<file path="config.mk">
export PLATFORM = sky130hd
export DESIGN_NAME = ahb_master_arbiter_flat
export DESIGN_NICKNAME = d
export VERILOG_FILES = /design/src/rtl/ahb_arb_if.sv /design/src/rtl/ahb_master_arbiter.sv /design/src/flat_wrapper.sv
export SDC_FILE = /design/constraint.sdc
export NUM_CORES = 1
export LEC_CHECK = 0
export BUFFER_PORTS_ARGS = -buffer_cell sky130_fd_sc_hd__clkbuf_2
export CAP_MARGIN = 20
export CORE_MARGIN = 2
export CORE_UTILIZATION = 41
export CTS_CLUSTER_DIAMETER = 80
export CTS_CLUSTER_SIZE = 8
export DETAILED_ROUTE_END_ITERATION = 12
export GPL_TIMING_DRIVEN = 0
export PLACE_DENSITY = 0.67
export SETUP_SLACK_MARGIN = 0.05
export SLEW_MARGIN = 10
export SYNTH_ARGS = -nofsm -noshare
export SYNTH_HDL_FRONTEND = slang
export SYNTH_SLANG_ARGS = --single-unit
</file>
<file path="constraint.sdc">
create_clock -name HCLK -period 3.9 [get_ports HCLK]
set_input_delay 0.39 -clock HCLK [delete_from_list [all_inputs] [get_ports HCLK]]
set_output_delay 0.39 -clock HCLK [all_outputs]
set_load 0.1 [all_outputs]
</file>
<file path="src/rtl/ahb_arb_if.sv">
// Bus bundle between the masters' request side and the round-robin AHB-Lite arbiter.
// Per-master fields are packed with master i at the low-order slice i.
interface ahb_arb_if #(
  parameter int NUM_MASTERS = 3,
  parameter int MW          = 2
);
  logic [2*NUM_MASTERS-1:0] HTRANS_M;
  logic [3*NUM_MASTERS-1:0] HBURST_M;
  logic [NUM_MASTERS-1:0]   HMASTLOCK_M;
  logic                     HREADY;
  logic [MW-1:0]            HMASTER;
  logic [MW-1:0]            HMASTER_D;
  logic                     HMASTLOCK;
  logic [NUM_MASTERS-1:0]   HREADYOUT_M;

  // Arbiter side.
  modport slave (
    input  HTRANS_M, HBURST_M, HMASTLOCK_M, HREADY,
    output HMASTER, HMASTER_D, HMASTLOCK, HREADYOUT_M
  );

  // Requester side.
  modport master (
    output HTRANS_M, HBURST_M, HMASTLOCK_M, HREADY,
    input  HMASTER, HMASTER_D, HMASTLOCK, HREADYOUT_M
  );
endinterface

</file>
<file path="src/rtl/ahb_master_arbiter.sv">
// Round-robin AHB-Lite master arbiter: address-phase owner, data-phase owner,
// burst/lock hold and per-master HREADY stalling.
module ahb_arb_port #(
  parameter int MW  = 2,
  parameter int IDX = 0
) (
  input  logic [MW-1:0] hmaster,
  input  logic [MW-1:0] hmaster_d,
  input  logic          req,
  input  logic          hready,
  output logic          hreadyout
);
  // Owners in either phase see the real bus ready; others stall while requesting.
  always_comb begin
    if (hmaster == IDX[MW-1:0] || hmaster_d == IDX[MW-1:0]) hreadyout = hready;
    else                                                    hreadyout = ~req;
  end
endmodule

module ahb_master_arbiter #(
  parameter int NUM_MASTERS    = 3,
  parameter int MW             = 2,
  parameter int DEFAULT_MASTER = 0
) (
  input  logic      HCLK,
  input  logic      HRESETn,
  ahb_arb_if.slave  bus
);
  localparam int NP = 1 << MW;

  logic [1:0]    trans [NP];
  logic [2:0]    burst [NP];
  logic [NP-1:0] lock;

  logic [MW-1:0] hmaster_q, hmaster_d_q, hmaster_nxt;
  logic [3:0]    cnt_q, cnt_nxt;
  logic [1:0]    g_trans;
  logic [2:0]    g_burst;
  logic          hold, found;

  // Pad to a power of two so any MW-bit index selects a defined (idle) slot.
  for (genvar g = 0; g < NP; g++) begin : g_unpack
    if (g < NUM_MASTERS) begin : g_real
      assign trans[g] = bus.HTRANS_M[2*g+1:2*g];
      assign burst[g] = bus.HBURST_M[3*g+2:3*g];
      assign lock[g]  = bus.HMASTLOCK_M[g];
    end else begin : g_pad
      assign trans[g] = 2'b00;
      assign burst[g] = 3'b000;
      assign lock[g]  = 1'b0;
    end
  end

  assign g_trans = trans[hmaster_q];
  assign g_burst = burst[hmaster_q];
  // BUSY and SEQ both have bit 0 set; either keeps the grant.
  assign hold    = lock[hmaster_q] | (cnt_q != 4'd0) | g_trans[0];

  always_comb begin
    cnt_nxt = cnt_q;
    case (g_trans)
      2'b10: begin
        case (g_burst[2:1])
          2'b01:   cnt_nxt = 4'd3;
          2'b10:   cnt_nxt = 4'd7;
          2'b11:   cnt_nxt = 4'd15;
          default: cnt_nxt = 4'd0;
        endcase
      end
      2'b11:   cnt_nxt = (cnt_q == 4'd0) ? 4'd0 : cnt_q - 4'd1;
      2'b00:   cnt_nxt = 4'd0;
      default: cnt_nxt = cnt_q;
    endcase
  end

  always_comb begin
    hmaster_nxt = hmaster_q;
    found       = 1'b0;
    for (int k = 1; k < NUM_MASTERS; k++) begin
      int idx;
      idx = (int'(hmaster_q) + k) % NUM_MASTERS;
      if (!found && trans[idx][1]) begin
        hmaster_nxt = idx[MW-1:0];
        found       = 1'b1;
      end
    end
  end

  always_ff @(posedge HCLK) begin
    if (!HRESETn) begin
      hmaster_q   <= DEFAULT_MASTER[MW-1:0];
      hmaster_d_q <= DEFAULT_MASTER[MW-1:0];
      cnt_q       <= 4'd0;
    end else if (bus.HREADY) begin
      hmaster_d_q <= hmaster_q;
      cnt_q       <= cnt_nxt;
      if (!hold) hmaster_q <= hmaster_nxt;
    end
  end

  assign bus.HMASTER   = hmaster_q;
  assign bus.HMASTER_D = hmaster_d_q;
  assign bus.HMASTLOCK = lock[hmaster_q];

  for (genvar g = 0; g < NUM_MASTERS; g++) begin : g_port
    ahb_arb_port #(.MW(MW), .IDX(g)) u_port (
      .hmaster   (hmaster_q),
      .hmaster_d (hmaster_d_q),
      .req       (trans[g][1]),
      .hready    (bus.HREADY),
      .hreadyout (bus.HREADYOUT_M[g])
    );
  end
endmodule

</file>
<file path="src/flat_wrapper.sv">
// flat-port wrapper written by rule: the top's interface ports become plain ports
module ahb_master_arbiter_flat 
#(
  parameter int NUM_MASTERS    = 3,
  parameter int MW             = 2,
  parameter int DEFAULT_MASTER = 0
)
  (HCLK, HRESETn, bus_HTRANS_M, bus_HBURST_M, bus_HMASTLOCK_M, bus_HREADY, bus_HMASTER, bus_HMASTER_D, bus_HMASTLOCK, bus_HREADYOUT_M);
  ahb_arb_if #(.NUM_MASTERS(NUM_MASTERS), .MW(MW)) bus_i ();
  input  logic HCLK;
  input  logic HRESETn;
  input wire logic [$bits(bus_i.HTRANS_M)-1:0] bus_HTRANS_M;
  input wire logic [$bits(bus_i.HBURST_M)-1:0] bus_HBURST_M;
  input wire logic [$bits(bus_i.HMASTLOCK_M)-1:0] bus_HMASTLOCK_M;
  input wire logic [$bits(bus_i.HREADY)-1:0] bus_HREADY;
  output wire logic [$bits(bus_i.HMASTER)-1:0] bus_HMASTER;
  output wire logic [$bits(bus_i.HMASTER_D)-1:0] bus_HMASTER_D;
  output wire logic [$bits(bus_i.HMASTLOCK)-1:0] bus_HMASTLOCK;
  output wire logic [$bits(bus_i.HREADYOUT_M)-1:0] bus_HREADYOUT_M;
  assign bus_i.HTRANS_M = bus_HTRANS_M;
  assign bus_i.HBURST_M = bus_HBURST_M;
  assign bus_i.HMASTLOCK_M = bus_HMASTLOCK_M;
  assign bus_i.HREADY = bus_HREADY;
  assign bus_HMASTER = bus_i.HMASTER;
  assign bus_HMASTER_D = bus_i.HMASTER_D;
  assign bus_HMASTLOCK = bus_i.HMASTLOCK;
  assign bus_HREADYOUT_M = bus_i.HREADYOUT_M;
  ahb_master_arbiter #(.NUM_MASTERS(NUM_MASTERS), .MW(MW), .DEFAULT_MASTER(DEFAULT_MASTER)) u_core (.HCLK(HCLK), .HRESETn(HRESETn), .bus(bus_i));
endmodule
</file>
# Yosys cells after proc, flatten, opt, wreduce, memory -nomap -nowiden
# Index checks and enable logic that the tools add are counted.
# classes
addsub,3
div_mod_pow,2
n_lt_le_gt_ge,4
n_eq_ne,9
mux,23
n_bitwise,9
n_reduce_logical,14
# op_table
op,count
$ge A32 B3 Y1 const B,2
$mod A32 B3 Y32 const B,2
$not A32 Y32,2
$pmux W4 S3,2
$mux W2,8
$bmux W2 S2,3
$eq A2 B2 Y1 const B,6
$bmux W3 S2,1
$eq A2 B1 Y1 const B,3
$logic_not A2 Y1,3
$mux W3,2
$mux W1,5
$logic_not A4 Y1,1
$mux W4,1
$not A1 Y1,4
$reduce_bool A4 Y1,1
$sub A4 B1 Y4 const B,1
$add A2 B1 Y3 const B,1
$add A2 B2 Y3 const B,1
$ge A3 B3 Y1 const B,1
$logic_or A1 B1 Y1,3
$lt A2 B3 Y1 const B,1
$not A2 Y3,1
$reduce_and A3 Y1,1
other kinds (7),8
# totals
register_bits,8
input_bits,21
output_inout_bits,8
word_cells,67

# Depth between registers and ports, before layout
# depth
depth_word,11
mapped_depth,10
ltp_nobuf,9

# Cells and area by module
# Synthesis repeated with hierarchy kept, for this count alone.
# unflattened
hier_cells,97
area_unflattened_um2,792.0
# by_module_without_submodules
mod,n_inst,cells_per_inst,area_per_inst_um2,seq_area_each_um2
ahb_master_arbiter,1,86,718.2,160.2
ahb_arb_port (u_core.g_port[1].u_port ...),2,4,23.8,0.0
ahb_arb_port (u_core.g_port[0].u_port),1,3,26.3,0.0

# Worst setup path after synthesis
# OpenSTA, ideal clock, no wires.
# synth_timing
path_kind,reg-to-reg
startpoint,"register u_core.hmaster_q[1], in the netlist u_core.bus.HMASTER[1]"
endpoint,"register u_core.hmaster_q[0], in the netlist u_core.bus.HMASTER[0]"
setup_time_ns,0.132
arrival_time_ns,3.200
t_required_ns,3.768
setup_slack_ns,0.567
stages_incl_launch_ff,6
n_path_buf,1
period_less_slack_ns,3.333
path_cell_list,dfxtp_1 > buf_6 > mux2i_1 > o2bb2ai_1 > nor4_2 > mux2i_1
# synth_via
elab_cells_between_ends,28
cone_classes,add/sub: 2; div: 2; mux: 14; bitwise: 6; reduce/logical: 4
# synth_lines
item,line_no,source
from (decl),ahb_master_arbiter.sv:35,"logic [MW-1:0] hmaster_q, hmaster_d_q, hmaster_nxt;"
from (signal assigned),ahb_master_arbiter.sv:91,hmaster_q <= DEFAULT_MASTER[MW-1:0];
from (signal assigned),ahb_master_arbiter.sv:97,if (!hold) hmaster_q <= hmaster_nxt;
$bmux W1 S2,--,
$mux W1,--,
named net bus_HMASTLOCK,flat_wrapper.sv:18,output wire logic [$bits(bus_i.HMASTLOCK)-1:0] bus_HMASTLOCK;
$or A1 B1 Y1 (2 in a row),ahb_master_arbiter.sv:57,assign hold = lock[hmaster_q] | (cnt_q != 4'd0) | g_trans[0];
$not A1 Y1 (no line),--,
$reduce_and A3 Y1 (no line),--,
# The timed path passes the listed nets, and every way through them passes these cells. The select of a mux whose other input is x is not followed.
# A chain may end at the register's enable or synchronous reset.

# Worst setup path after layout
# layout_timing
startpoint,"register u_core.hmaster_q[1], in the netlist u_core.bus.HMASTER[1]"
endpoint,output bus_HREADYOUT_M[1]
# layout_via
elab_chain_len,3
# layout_rtl
item,line_no,source
$eq A2 B1 Y1,ahb_master_arbiter.sv:15,if (hmaster == IDX[MW-1:0] || hmaster_d == IDX[MW-1:0]) hreadyout = hready;
$logic_or A1 B1 Y1,ahb_master_arbiter.sv:15,
$mux W1,ahb_master_arbiter.sv:15,
to (decl),flat_wrapper.sv:19,output wire logic [$bits(bus_i.HREADYOUT_M)-1:0] bus_HREADYOUT_M;
# No other way between the ends.

==> flow_summary.json <==
{
  "syn_area_per_cell_um2": 8.200,
  "rsz0062_at_grt": "false",
  "ctsRootBufferMaster": "clkbuf_4",
  "drt_first_pass_iters": 4,
  "crit_type": "reg2out",
  "cts_tree": "yes",
  "cp_max_fo": 9,
  "p_sw_share_pct": 41.83,
  "nets": 161,
  "grt_pass1_wl_um": 3553,
  "diodes": 0,
  "die_w_um": 49.39,
  "worstHoldStart": "HRESETn",
  "cp-startpoint": "u_core.bus.HMASTER[1]$_SDFFE_PN0P_",
  "hold_violations": 0,
  "io_pins": 29,
  "crit_arrival_ns": 2.10,
  "power_density_mw_per_mm2": 278.5,
  "gp_congestion": 0.8180,
  "grt_usage_pct": 18.30,
  "cp_slowest_cell": "clkbuf_2",
  "vias": 816,
  "setup_viol": 0,
  "initial_core_util_pct": 43.05,
  "path_delay_family": "buffers and inverters",
  "worst_slew_pin_slew_ns": 0.5447,
  "combPwrFrac_pct": 43.4,
  "synth_cells": 103,
  "max_cap_violations": 0,
  "dpl.hpwl_um": 1610,
  "clockPowerShare_pct": 24.6,
  "finalCritPeriodShare_pct": 63.94,
  "clockBufferDepth": 2,
  "antenna_found_initial": 0,
  "hold_path_class": "in2reg",
  "yosysUniqueCellTypes": 37,
  "cp_data_required_time_ns": 3.51,
  "area_growth_pct": 20.89,
  "yosys_warnings": 0,
  "overflow": 0,
  "intPower_w": 0.0001654,
  "seq_area_frac_synth_pct": 18.96,
  "cts.repair.resized": 0,
  "ys_top_cells_by_area": "dfxtp_1 (19%), ha_1 (12%), mux2i_1 (9.5%)",
  "crit_buf_inv": 4,
  "rows": 16,
  "htreeDepth": 1,
  "fin_skew_ns": 0.008419,
  "p_switching_w": 0.0001189,
  "yosysTopAreaCellShare_pct": 18.96,
  "wl_per_cell_um": 12.93,
  "cpMostUsedCell": "a21oi_1",
  "syn-cell-area_um2": 844.6,
  "clkLatencyLatePin_ns": 0.26,
  "mostFrequentLayoutCell": "clkbuf_2",
  "irDropWorstVdd_v": 0.0001479,
  "r2r_start": "u_core.bus.HMASTER[1]$_SDFFE_PN0P_",
  "clk_pin_slew_ns": 0.07,
  "synth_largest_area_cell": "dfxtp_1",
  "slowest_delay_ns": 0.44,
  "drt_iter0_markers": 16,
  "maxSlewViolCount": 0,
  "vias_per_cell": 5.197,
  "drive_gt1_share_pct": 32.31,
  "endpoint_kind": "primary output",
  "dieArea_mm2": 0.002439,
  "cts_post_setup_buffers_inserted": 0,
  "cts_hold_buf": 0,
  "fin_crit_ns": 2.494,
  "p_leak_nw": 0.4402,
  "setup_tns_ns": 0,
  "synthesis.nets": 132,
  "ant_nets": 0,
  "start_kind": "flop",
  "grt_pass1_vias": 832,
  "fmax_ghz": 0.4010,
  "cts_made_buffers": 3,
  "max_slew_margin_pct": 63.84,
  "pwr-share-seq_pct": 32.0,
  "final_cell_mix": "clkbuf_2 (24), inv_1 (9)",
  "port_buffers": 24,
  "cts.sinks": 8,
  "die_height_um": 49.39,
  "holdWs_ns": 0.4802,
  "status": "complete, no violations",
  "drc": 0,
  "cp_cell_sequence": "buf_6 -> inv_1 -> ha_1 -> a21oi_1 -> nor2_1 -> a21oi_1 -> buf_4 -> clkbuf_2",
  "fp.coreArea_mm2": 0.001962,
  "synth_seq_cells": 8,
  "grt_max_degree": 11,
  "wirelength_um": 2030
}
==> cell usage after synthesis <==
master     n
nand3_1    1
and3_1     1
nor2b_4    1
o21bai_1   1
dfxtp_1    8
o2bb2ai_1  3
nor4b_1    1
a22oi_2    1
o311ai_1   1
mux2i_1    8
buf_4      3
o31a_1     2
nand2b_1   3
inv_1      9
buf_2      2
clkbuf_1   1
o32ai_1    1
mux2_2     1
nand2_1    6
nor2_1     4
a21oi_1    8
and2_1     1
buf_6      1
a22o_1     1
a211oi_1   1
nor4_2     1
or3_1      4
nor3b_2    1
or3b_2     1
a31o_2     1
ha_1       8
o21ai_0    4
a21boi_0   1
a41oi_1    2
o31ai_1    2
nor2b_1    6
or2_2      2
==> final cells by class <==
| type | count | area (um2) |
|---|---|---|
| buffer | 7 | 47.55 |
| clock buffer | 3 | 22.52 |
| sequential | 8 | 160.2 |
| timing repair buffer | 24 | 120.1 |
| tap | 27 | 33.78 |
| inverter | 9 | 33.78 |
| multi-input combinational | 79 | 603.1 |
| fill | 203 | 940.9 |
==> cell families after synthesis <==
group           after synthesis  share of synthesized area (%)
buf+inv                      16                          9.629
mux                           9                          10.82
fa+ha+maj                     8                          11.85
compound gates               29                          24.45
simple gates                 33                          24.30
flops                         8                          18.96
==> flip-flops by register name, indices dropped and copies added (netlist names) <==
| register | flops |
|---|---|
| u_core.bus.HMASTER | 2 |
| u_core.bus.HMASTER_D | 2 |
| u_core.cnt_q | 4 |
==> layer usage <==
layer  track usage [%]  wire, um
met5                 0         0
met4             6.944        21
met3             1.840        73
met2             33.11       957
met1             22.06       978
==> power by group through the flow <==
stage	logic (W)	clock network, W	registers, W
CTS	0.000123	0.0000699	0.0000909
floorplan	0.0000877	0	0.0000996
finish	0.000123	0.0000700	0.0000910
global placement	0.000121	0	0.0000926
detailed placement	0.000123	0	0.0000929
global route	0.000136	0.0000740	0.0000918
==> worst register-to-register path, cell delays in order, from the launching register on <==
cell and delay, ns:
dfxtp_1 0.39, buf_6 0.18, mux2i_1 0.19, o2bb2ai_1 0.16
ha_1 0.39, nand2_1 0.13, or2_2 0.30, o32ai_1 0.24
a31o_2 0.18
==> final timing paths <==
path              depth (start not counted)  slack (ns)                      endpoint
setup / recovery                          8        1.41            bus_HREADYOUT_M[1]
hold / removal                            3        0.48  u_core.cnt_q[2]$_SDFFE_PN0P_
setup reg to reg                          8        1.67  u_core.cnt_q[2]$_SDFFE_PN0P_
hold reg to reg                           2        0.58  u_core.cnt_q[1]$_SDFFE_PN0P_
==> stage by stage <==
step / util [%] / instances / setup slack, ns / total power [W] / cell area (um2)
final: 52.04 / 157 / 1.406 / 0.0002843 / 1021
after global routing: 52.04 / 157 / 1.281 / 0.0003014 / 1021
after CTS: 52.04 / 157 / 1.410 / 0.0002842 / 1021
after detailed placement: 50.89 / 154 / 1.693 / 0.0002155 / 998.5
after global placement: 50.89 / 154 / 1.739 / 0.0002132 / 998.5
after floorplan: - / 103 / 0.5671 / 0.0001874 / 844.6
No activity file was read; power rests on OpenSTA's default activity.
